## src/rtl/demux_route_sequencer.sv

```systemverilog
`default_nettype none
// ============================================================================
//  Module   : demux_route_sequencer
//  Purpose  : Upstream sequencer for a 3-way output demux. It accepts one
//             valid/ready stream and splits it into up to three consecutive
//             bursts of len_1, len_2 and len_3 beats. Each beat is registered
//             in a 1-entry output buffer and presented to the demux with the
//             matching select (00/01/10; 11 = idle, all demux outputs zero).
//  Ports    : clock, reset (sync, active-high)
//             start, stop        pass control (stop used only when looping)
//             len_1..len_3       burst lengths, latched on an accepted start
//             in_data/in_valid/in_ready    upstream stream
//             out_data/out_valid/sel       registered beat + demux select
//             dst_ready[2:0]     ready of consumers 1..3 (bit0 = dest 1)
//             busy, done         status, done is a one-cycle pulse
//  Options  : ROUTE_LOOP_EN - when defined, passes repeat with the latched
//             lengths until stop has been seen; otherwise stop is ignored.
//  Revision : 1.0 - initial release
// ============================================================================
module demux_route_sequencer #(
    parameter int DATA_W = 16,
    parameter int LEN_W  = 8
) (
    input  logic              clock,
    input  logic              reset,
    input  logic              start,
    input  logic              stop,
    input  logic [LEN_W-1:0]  len_1,
    input  logic [LEN_W-1:0]  len_2,
    input  logic [LEN_W-1:0]  len_3,
    input  logic [DATA_W-1:0] in_data,
    input  logic              in_valid,
    output logic              in_ready,
    output logic [DATA_W-1:0] out_data,
    output logic              out_valid,
    output logic [1:0]        sel,
    input  logic [2:0]        dst_ready,
    output logic              busy,
    output logic              done
);

    // State encoding equals the demux select code, so sel is the state register.
    localparam logic [1:0] c_SEND1 = 2'b00;
    localparam logic [1:0] c_SEND2 = 2'b01;
    localparam logic [1:0] c_SEND3 = 2'b10;
    localparam logic [1:0] c_IDLE  = 2'b11;

    logic [1:0]        r_state;
    logic [LEN_W-1:0]  r_len1;
    logic [LEN_W-1:0]  r_len2;
    logic [LEN_W-1:0]  r_len3;
    logic [LEN_W-1:0]  r_in_cnt;
    logic [LEN_W-1:0]  r_out_cnt;
    logic [DATA_W-1:0] r_out_data;
    logic              r_out_valid;
    logic              r_done;
`ifdef ROUTE_LOOP_EN
    logic              r_stop_seen;
`else
    logic              w_unused_stop;
    assign w_unused_stop = stop;
`endif

    logic [LEN_W-1:0]  w_len_cur;
    logic              w_dst_rdy;
    logic              w_out_fire;
    logic              w_in_ready;
    logic              w_in_fire;
    logic              w_burst_end;
    logic [1:0]        w_next;
    logic [1:0]        w_first_new;
    logic [1:0]        w_first_lat;

    // First destination with a nonzero length, or IDLE when all are zero.
    function automatic logic [1:0] first_dest(input logic [LEN_W-1:0] a,
                                              input logic [LEN_W-1:0] b,
                                              input logic [LEN_W-1:0] c);
        if (a != '0)      first_dest = c_SEND1;
        else if (b != '0) first_dest = c_SEND2;
        else if (c != '0) first_dest = c_SEND3;
        else              first_dest = c_IDLE;
    endfunction

    assign w_first_new = first_dest(len_1, len_2, len_3);
    assign w_first_lat = first_dest(r_len1, r_len2, r_len3);

    // Length and consumer-ready of the destination currently selected;
    // the other dst_ready bits never influence the handshake.
    always_comb begin
        w_len_cur = '0;
        w_dst_rdy = 1'b0;
        case (r_state)
            c_SEND1: begin w_len_cur = r_len1; w_dst_rdy = dst_ready[0]; end
            c_SEND2: begin w_len_cur = r_len2; w_dst_rdy = dst_ready[1]; end
            c_SEND3: begin w_len_cur = r_len3; w_dst_rdy = dst_ready[2]; end
            default: ;
        endcase
    end

    // Next nonzero destination after the current burst.
    always_comb begin
        w_next = c_IDLE;
        case (r_state)
            c_SEND1: begin
                if (r_len2 != '0)      w_next = c_SEND2;
                else if (r_len3 != '0) w_next = c_SEND3;
            end
            c_SEND2: begin
                if (r_len3 != '0)      w_next = c_SEND3;
            end
            default: ;
        endcase
    end

    assign w_out_fire  = r_out_valid & w_dst_rdy;
    // Once every beat of the burst is accepted, in_ready stays low until the
    // burst drains, so no beat ever crosses into the next destination.
    assign w_in_ready  = (r_state != c_IDLE) & (r_in_cnt < w_len_cur) &
                         (~r_out_valid | w_out_fire);
    assign w_in_fire   = in_valid & w_in_ready;
    assign w_burst_end = w_out_fire & ((r_out_cnt + LEN_W'(1)) == w_len_cur);

    always_ff @(posedge clock) begin
        if (reset) begin
            r_state     <= c_IDLE;
            r_len1      <= '0;
            r_len2      <= '0;
            r_len3      <= '0;
            r_in_cnt    <= '0;
            r_out_cnt   <= '0;
            r_out_data  <= '0;
            r_out_valid <= 1'b0;
            r_done      <= 1'b0;
`ifdef ROUTE_LOOP_EN
            r_stop_seen <= 1'b0;
`endif
        end else begin
            r_done <= 1'b0;

            // 1-entry output buffer: load on accept, empty on consume.
            if (w_in_fire) begin
                r_out_data  <= in_data;
                r_out_valid <= 1'b1;
            end else if (w_out_fire) begin
                r_out_valid <= 1'b0;
            end

            if (w_in_fire)  r_in_cnt  <= r_in_cnt + LEN_W'(1);
            if (w_out_fire) r_out_cnt <= r_out_cnt + LEN_W'(1);

`ifdef ROUTE_LOOP_EN
            r_stop_seen <= r_stop_seen | stop;
`endif

            case (r_state)
                c_IDLE: begin
`ifdef ROUTE_LOOP_EN
                    r_stop_seen <= start & stop;
`endif
                    if (start) begin
                        r_len1    <= len_1;
                        r_len2    <= len_2;
                        r_len3    <= len_3;
                        r_in_cnt  <= '0;
                        r_out_cnt <= '0;
                        r_state   <= w_first_new;
                        // Empty pass: stay idle and just report completion.
                        if (w_first_new == c_IDLE) r_done <= 1'b1;
                    end
                end
                default: begin
                    if (w_burst_end) begin
                        // Counters restart on every burst boundary, including a
                        // loop back into the same single destination.
                        r_in_cnt  <= '0;
                        r_out_cnt <= '0;
                        if (w_next != c_IDLE) begin
                            r_state <= w_next;
                        end else begin
`ifdef ROUTE_LOOP_EN
                            if (!(r_stop_seen | stop)) begin
                                r_state <= w_first_lat;
                            end else begin
                                r_state <= c_IDLE;
                                r_done  <= 1'b1;
                            end
`else
                            r_state <= c_IDLE;
                            r_done  <= 1'b1;
`endif
                        end
                    end
                end
            endcase
        end
    end

    assign in_ready  = w_in_ready;
    assign out_data  = r_out_data;
    assign out_valid = r_out_valid;
    assign sel       = r_state;
    assign busy      = (r_state != c_IDLE);
    assign done      = r_done;

endmodule
`default_nettype wire

```

## config.mk

```make
export PLATFORM = sky130hd
export DESIGN_NAME = demux_route_sequencer
export DESIGN_NICKNAME = d
export VERILOG_FILES = /design/src/rtl/demux_route_sequencer.sv
export SDC_FILE = /design/constraint.sdc
export NUM_CORES = 1
export LEC_CHECK = 0
export CORE_MARGIN = 8
export CORE_UTILIZATION = 40
export DETAILED_ROUTE_END_ITERATION = 8
export PLACE_DENSITY = 0.69
export SETUP_SLACK_MARGIN = 0.5
export SYNTH_ARGS = -nofsm -noshare
export SYNTH_HDL_FRONTEND = slang
export SYNTH_SLANG_ARGS = --single-unit
```

## constraint.sdc

```tcl
create_clock -name clock -period 2.8 [get_ports clock]
set_clock_uncertainty 0.2 [all_clocks]
set_input_delay 0.56 -clock clock [delete_from_list [all_inputs] [get_ports clock]]
set_output_delay 0.56 -clock clock [all_outputs]
set_load 0.005 [all_outputs]
```

; Word-level counts from Yosys, hierarchy flattened
; Cells that the tools add are included.
[totals]
ff_bits = 60
inputBits = 48
out_inout_bits = 22
elab_cells = 64
[op_classes]
addsub = 2
n_lt_le_gt_ge = 1
n_eq_ne = 8
mux = 27
bitwise_logic = 7
reduce_logical = 10
[op_table]
columns = operator, count
row1 = $mux W8, 8
row2 = $reduce_bool A8 Y1, 5
row3 = $pmux W8 S3, 1
row4 = $add A8 B1 Y8 const B, 2
row5 = $mux W2, 7
row6 = $mux W1, 9
row7 = $eq A8 B8 Y1, 1
row8 = $lt A8 B8 Y1, 1
row9 = $eq A2 B2 Y1 const B, 3
row10 = $ne A2 B2 Y1 const B, 3
row11 = $and A1 B1 Y1, 5
row12 = $pmux W2 S2, 1
row13 = $reduce_and A2 Y1, 2
row14 = $reduce_bool A2 Y1, 2
row15 = $pmux W1 S3, 1
row16 = $eq A2 B1 Y1 const B, 1
row17 = $logic_not A2 Y1, 1
row18 = $not A1 Y1, 1
row19 = $or A1 B1 Y1, 1

; Depth between registers and ports, before layout
[depth]
word_depth = 9
ltp_mapped = 13
depth_no_buf = 10

; Worst setup path after synthesis
; OpenSTA, ideal clock, no wires.
[synth_timing]
kind = register to register
start = register r_state[0] (netlist: sel[0])
end = register r_in_cnt[6]
setup_ps = 70
arrival_time_ps = 2640
required_time_ps = 2530
path_slack_ps = -110
stages_incl_launch_ff = 13
path_buffers = 2
synth_period_minus_slack_ps = 2910
cell_sequence = dfxtp_1 buf_2 nor2b_1 buf_2 o2bb2ai_1 inv_1 ha_1 a2111oi_0 a211oi_1 o21ai_1 nand2_2 or4_1 a21oi_1
[synth_between]
elab_chain_cells = 9
elab_cells_between_ends = 19
cone_classes = order compare (1) / eq/ne (5) / mux (6) / bitwise (6) / reduce/logical (1)
[synth_lines]
columns = element, line
row1 = from (decl), 48  ; logic [1:0] r_state;
row2 = from (signal assigned), 125  ; r_state <= c_IDLE;
row3 = from (signal assigned), 166  ; r_state <= w_first_new;
row4 = from (signal assigned), 178  ; r_state <= w_next;
row5 = "$eq A2 B2 Y1, or another cell as far along", 92  ; case (r_state)
row6 = $pmux W8 S3 or $pmux W1 S3 (tied branches), 92
row7 = $lt A8 B8 Y1 or $and A1 B1 Y1 (tied branches), "118, 115"
row8 = $and A1 B1 Y1 or $or A1 B1 Y1 (tied branches), "118, 119"
row9 = $and A1 B1 Y1, 118  ; assign w_in_ready = (r_state != c_IDLE) & (r_in_cnt < w_len_cur) &
row10 = $and A1 B1 Y1, 120  ; assign w_in_fire = in_valid & w_in_ready;
row11 = $mux W8, 148  ; if (w_in_fire) r_in_cnt <= r_in_cnt + LEN_W'(1);
row12 = "$mux W8, on equally long branches", "172, 160"
row13 = $mux W8 (*), 155  ; case (r_state)
row14 = to (signal assigned), 148
row15 = to (decl), 52  ; logic [LEN_W-1:0] r_in_cnt;
; Mark *: on every way between the ends. The rest lies on a longest branch, timed or not.
; A chain may end at the register's enable or synchronous reset.

; Worst setup path after layout
[layout_timing]
start = register r_state[1] (netlist: sel[1])
end = output port in_ready
[layout_between]
elab_chain_cells = 5
elab_cells_between_ends = 11
cone_classes = order compare (1) / eq/ne (3) / mux (2) / bitwise (4) / reduce/logical (1)
[layout_lines]
columns = element, line
row1 = "$eq A2 B2 Y1, or another cell as far along", 92
row2 = $pmux W8 S3 or $pmux W1 S3 (tied branches), 92
row3 = $lt A8 B8 Y1 or $and A1 B1 Y1 (tied branches), "118, 115"
row4 = $and A1 B1 Y1 or $or A1 B1 Y1 (tied branches), "118, 119"
row5 = $and A1 B1 Y1 (*), 118
row6 = to (decl), 33  ; output logic in_ready,
; Marks and branches as above.

==> impl_summary.log <==
INFO  metric grt_antenna_before_repair = 0
INFO  metric hpwl = 6330 um
INFO  metric route.detailed.vias_per_inst = 5.19
INFO  metric upper_clock_frequency_limit = 329 MHz
INFO  metric syn_to_final_growth = 60.7%
INFO  metric whs_path_depth = 2
INFO  metric nets = 538
INFO  metric cts_tree = done
INFO  metric insertion_delay = 340 ps
INFO  metric synthesis.instances = 356
INFO  metric floorplan.die_area = 10800 um2
INFO  metric tritoncts.num_buffers = 9
INFO  metric place_congestion = 0.804
INFO  metric synth.avg_cell_area = 8.65 um2
INFO  metric critical_path_required = 2040 ps
INFO  metric arrival = 2280 ps
INFO  metric final-setup-viol-count = 20
INFO  metric postSynthRegisterBits = 60
INFO  metric grt_first_pass_wirelength = 14800 um
INFO  metric grt_usage = 0.166
INFO  metric drt-initial-drc-count = 126
INFO  metric clockRootBuffer = sky130_fd_sc_hd__clkbuf_8
INFO  metric path_cells = nor2b_4, buf_6, buf_6, a2bb2oi_2, ha_1, nand4_1, a211oi_2, o21ai_2, and3b_1, buf_2
INFO  metric ys_warn_count = 0
INFO  metric clock_sinks = 60
INFO  metric post_place_setup_slack = -342 ps
INFO  metric cts_hold_buf = 0
INFO  metric ant_nets = 0
INFO  metric synth.largest_area_cell = sky130_fd_sc_hd__dfxtp_1
INFO  metric critPathSlowestCell = sky130_fd_sc_hd__dfxtp_4
INFO  metric detail_route.drc_violations = 0
INFO  metric floorplan.rows = 32
INFO  metric synth_edf_count = 0
INFO  metric synth_area = 3080 um2
INFO  metric numPortBuffers = 68
INFO  metric crit_path_end_kind = output pin
INFO  metric floorplan.die.width = 104 um
INFO  metric first_global_vias = 3170
INFO  metric final-max-slew-violation-count = 0
INFO  metric setup_total_negative_slack = -1800 ps
INFO  metric violations_in_the_final_reports = setup timing
INFO  metric leakage = 0.00203 uW
INFO  metric drt_first_pass_iters = 4
INFO  metric io-pin-count = 70
INFO  metric rsz0062_at_grt = true
INFO  metric yosysUniqueCellTypes = 51
INFO  metric grt-ovfl-total = 0
INFO  metric netlist.area_leader.share = 0.390
INFO  metric cp_num_buf_inv = 3
INFO  metric sequential_share_of_the_synthesized_area = 0.390
INFO  metric fp.dieH = 104 um
INFO  metric floorplan.initialDensity = 0.405
INFO  metric kind_of_start_point_of_the_critical_path = flop
INFO  metric drt-wirelength-per-cell = 15.8 um
INFO  metric core = 7610 um2
INFO  metric netlist_top_cells_area = sky130_fd_sc_hd__dfxtp_1 39%, sky130_fd_sc_hd__mux2i_1 8.5%, sky130_fd_sc_hd__nand2_1 7.8%
INFO  metric drive_above_1_share = 0.280
INFO  metric min_period = 3040 ps
INFO  metric mappedNetlistNets = 413
INFO  metric cp.depth = 10
INFO  metric worst_hold_path_type = reg2reg
INFO  metric path_clk_slew = 70 ps
INFO  metric main_flop_type_after_synthesis = sky130_fd_sc_hd__dfxtp_1
INFO  metric power_density = 772 nW/um2
INFO  metric worst_pin_slew = 434 ps
INFO  metric period_share = 1.08
INFO  metric cts.path.max_buffers = 2
INFO  metric largest_net_degree_at_the_start_of_global_routing = 41
INFO  metric r2r_cells = 16
INFO  metric cpMostUsedCell = sky130_fd_sc_hd__buf_6
INFO  metric setup_slack = -237 ps
INFO  metric run_status = finished, violations left
INFO  metric dr_total_vias = 3052
INFO  metric insertedDiodeCount = 0
INFO  metric critPathTopFamily = simple AND/OR/NAND/NOR gates
INFO  metric max-slew-margin-rel = 0.708
INFO  metric crit_fanout = 7
INFO  metric worst_ir_drop_vdd = 0.000482 V
INFO  metric cp_slowest_stage_delay = 390 ps
INFO  metric routed_wl = 9310 um
INFO  metric cts_htree_levels = 3
INFO  metric drv_cap = 0
INFO  metric hold_viol_final = 0
INFO  metric ys_async_sr_fraction = 0
INFO  metric timing.setup.critical_path_class = reg2out
==> cell usage after synthesis (3+ instances only) <==
master / instances
sky130_fd_sc_hd__a211oi_1: 4
sky130_fd_sc_hd__a21oi_1: 31
sky130_fd_sc_hd__buf_2: 5
sky130_fd_sc_hd__clkbuf_1: 12
sky130_fd_sc_hd__dfxtp_1: 60
sky130_fd_sc_hd__ha_1: 9
sky130_fd_sc_hd__inv_1: 7
sky130_fd_sc_hd__mux2i_1: 26
sky130_fd_sc_hd__nand2_1: 64
sky130_fd_sc_hd__nand2b_1: 3
sky130_fd_sc_hd__nand3_1: 7
sky130_fd_sc_hd__nand4_1: 6
sky130_fd_sc_hd__nor2_1: 27
sky130_fd_sc_hd__nor2_2: 10
sky130_fd_sc_hd__nor4_1: 8
sky130_fd_sc_hd__o21ai_0: 4
sky130_fd_sc_hd__o2bb2ai_1: 5
sky130_fd_sc_hd__or3_1: 4
sky130_fd_sc_hd__or4_1: 5
sky130_fd_sc_hd__xnor2_1: 6
sky130_fd_sc_hd__xor2_1: 12
==> routing by layer <==
layer,vias up,part of all wire,routed length [um],GRT usage
li1,1508,-,-,-
met1,1415,0.42,3880,0.188
met2,109,0.49,4570,0.285
met3,20,0.073,681,0.0551
met4,0,0.019,179,0.0610
met5,-,0,0,0
==> worst reg2reg max path, stage by stage (launching register included) <==
cell and delay (ps):
sky130_fd_sc_hd__dfxtp_4 390, sky130_fd_sc_hd__nor2b_4 200, sky130_fd_sc_hd__buf_6 140, sky130_fd_sc_hd__buf_6 100, sky130_fd_sc_hd__a2bb2oi_2 70, sky130_fd_sc_hd__ha_1 310
sky130_fd_sc_hd__nand4_1 140, sky130_fd_sc_hd__a211oi_2 200, sky130_fd_sc_hd__o21ai_2 90, sky130_fd_sc_hd__buf_4 140, sky130_fd_sc_hd__buf_6 100, sky130_fd_sc_hd__buf_8 120
sky130_fd_sc_hd__buf_12 120, sky130_fd_sc_hd__nand2_8 90, sky130_fd_sc_hd__buf_12 140, sky130_fd_sc_hd__mux2i_1 180, sky130_fd_sc_hd__nor2_1 60
==> where the power goes <==
part	internal, uW	total [uW]	switching (uW)	leakage (uW)
combinational	1050	1870	821	0.00144
sequential	974	1080	108	0.000488
clock	525	862	338	0.000107
total	2550	3820	1270	0.00203
==> final cells by class <==
| cell class | instances | area (um2) |
|---|---|---|
| fill | 611 | 2660 |
| inverter | 7 | 26.3 |
| tap | 102 | 128 |
| multi-input combinational | 270 | 2050 |
| timing repair buffer | 133 | 1310 |
| clock inverter | 4 | 72.6 |
| sequential | 60 | 1210 |
| clock buffer | 12 | 145 |
==> path summary, 6_finish.rpt <==
check | from | to | slack (ps)
min | r_len1[4] | r_len1[4] | 270
max | sel[1] | in_ready | -240
min reg2reg | r_len1[4] | r_len1[4] | 270
max reg2reg | sel[1] | out_data[14] | -100
==> through the flow <==
| stage | utilization | hold WS, ps | power (uW) | instances | cell area, um2 |
|---|---|---|---|---|---|
| 2_1_floorplan | - | 236 | 1830 | 356 | 3130 |
| 6_report | 0.650 | 271 | 3820 | 588 | 4950 |
| 3_5_place_dp | 0.548 | 256 | 2370 | 550 | 4170 |
| 4_1_cts | 0.613 | 265 | 3500 | 577 | 4670 |
| 3_3_place_gp | 0.548 | 251 | 2340 | 550 | 4170 |
| 5_1_grt | 0.650 | 282 | 4030 | 588 | 4950 |
==> registers in the layout, indices dropped and copies added (netlist names) <==
signal	flops
out_data	16
r_in_cnt	8
r_len1	8
r_len2	8
r_len3	8
r_out_cnt	8
sel	2
done	1
out_valid	1
==> timing repair <==
item,CTS,global route
resized for setup,43,34
buffers inserted,9,10
pin swaps,19,21
gates cloned,2,1
setup endpoints to repair,38,39
==> kinds of logic after synthesis <==
group,count (synthesis),synth area share
AO/OA/AOI/OAI,62,0.132
XOR/XNOR,21,0.0740
adder cells (fa/ha/maj),9,0.0366
buffers and inverters,27,0.0411
flip-flops,60,0.390
multiplexers,26,0.0846
AND/OR/NAND/NOR,151,0.241
==> cell usage in the layout, fill, tap and decap left out, types with 3 or more instances in the layout <==
cell                              count
sky130_fd_sc_hd__clkdlybuf4s50_1     65
sky130_fd_sc_hd__nand2_1             63
sky130_fd_sc_hd__dfxtp_1             57
sky130_fd_sc_hd__buf_4               42
sky130_fd_sc_hd__a21oi_1             28
sky130_fd_sc_hd__nor2_1              26
sky130_fd_sc_hd__mux2i_1             23
sky130_fd_sc_hd__buf_6               16
sky130_fd_sc_hd__xor2_1              10
sky130_fd_sc_hd__clkbuf_8            10
sky130_fd_sc_hd__nor4_1               7
sky130_fd_sc_hd__inv_1                6
sky130_fd_sc_hd__nand4_1              6
sky130_fd_sc_hd__nor2_4               6
sky130_fd_sc_hd__nand3_1              5
sky130_fd_sc_hd__xnor2_1              5
sky130_fd_sc_hd__nor2_2               5
sky130_fd_sc_hd__or4_1                5
sky130_fd_sc_hd__ha_1                 5
sky130_fd_sc_hd__o2bb2ai_2            4
sky130_fd_sc_hd__or3_1                4
sky130_fd_sc_hd__a21oi_2              3
sky130_fd_sc_hd__nand2b_1             3
sky130_fd_sc_hd__o21ai_0              3
sky130_fd_sc_hd__ha_4                 3
sky130_fd_sc_hd__buf_12               3
No activity file was read; power rests on OpenSTA's default activity.
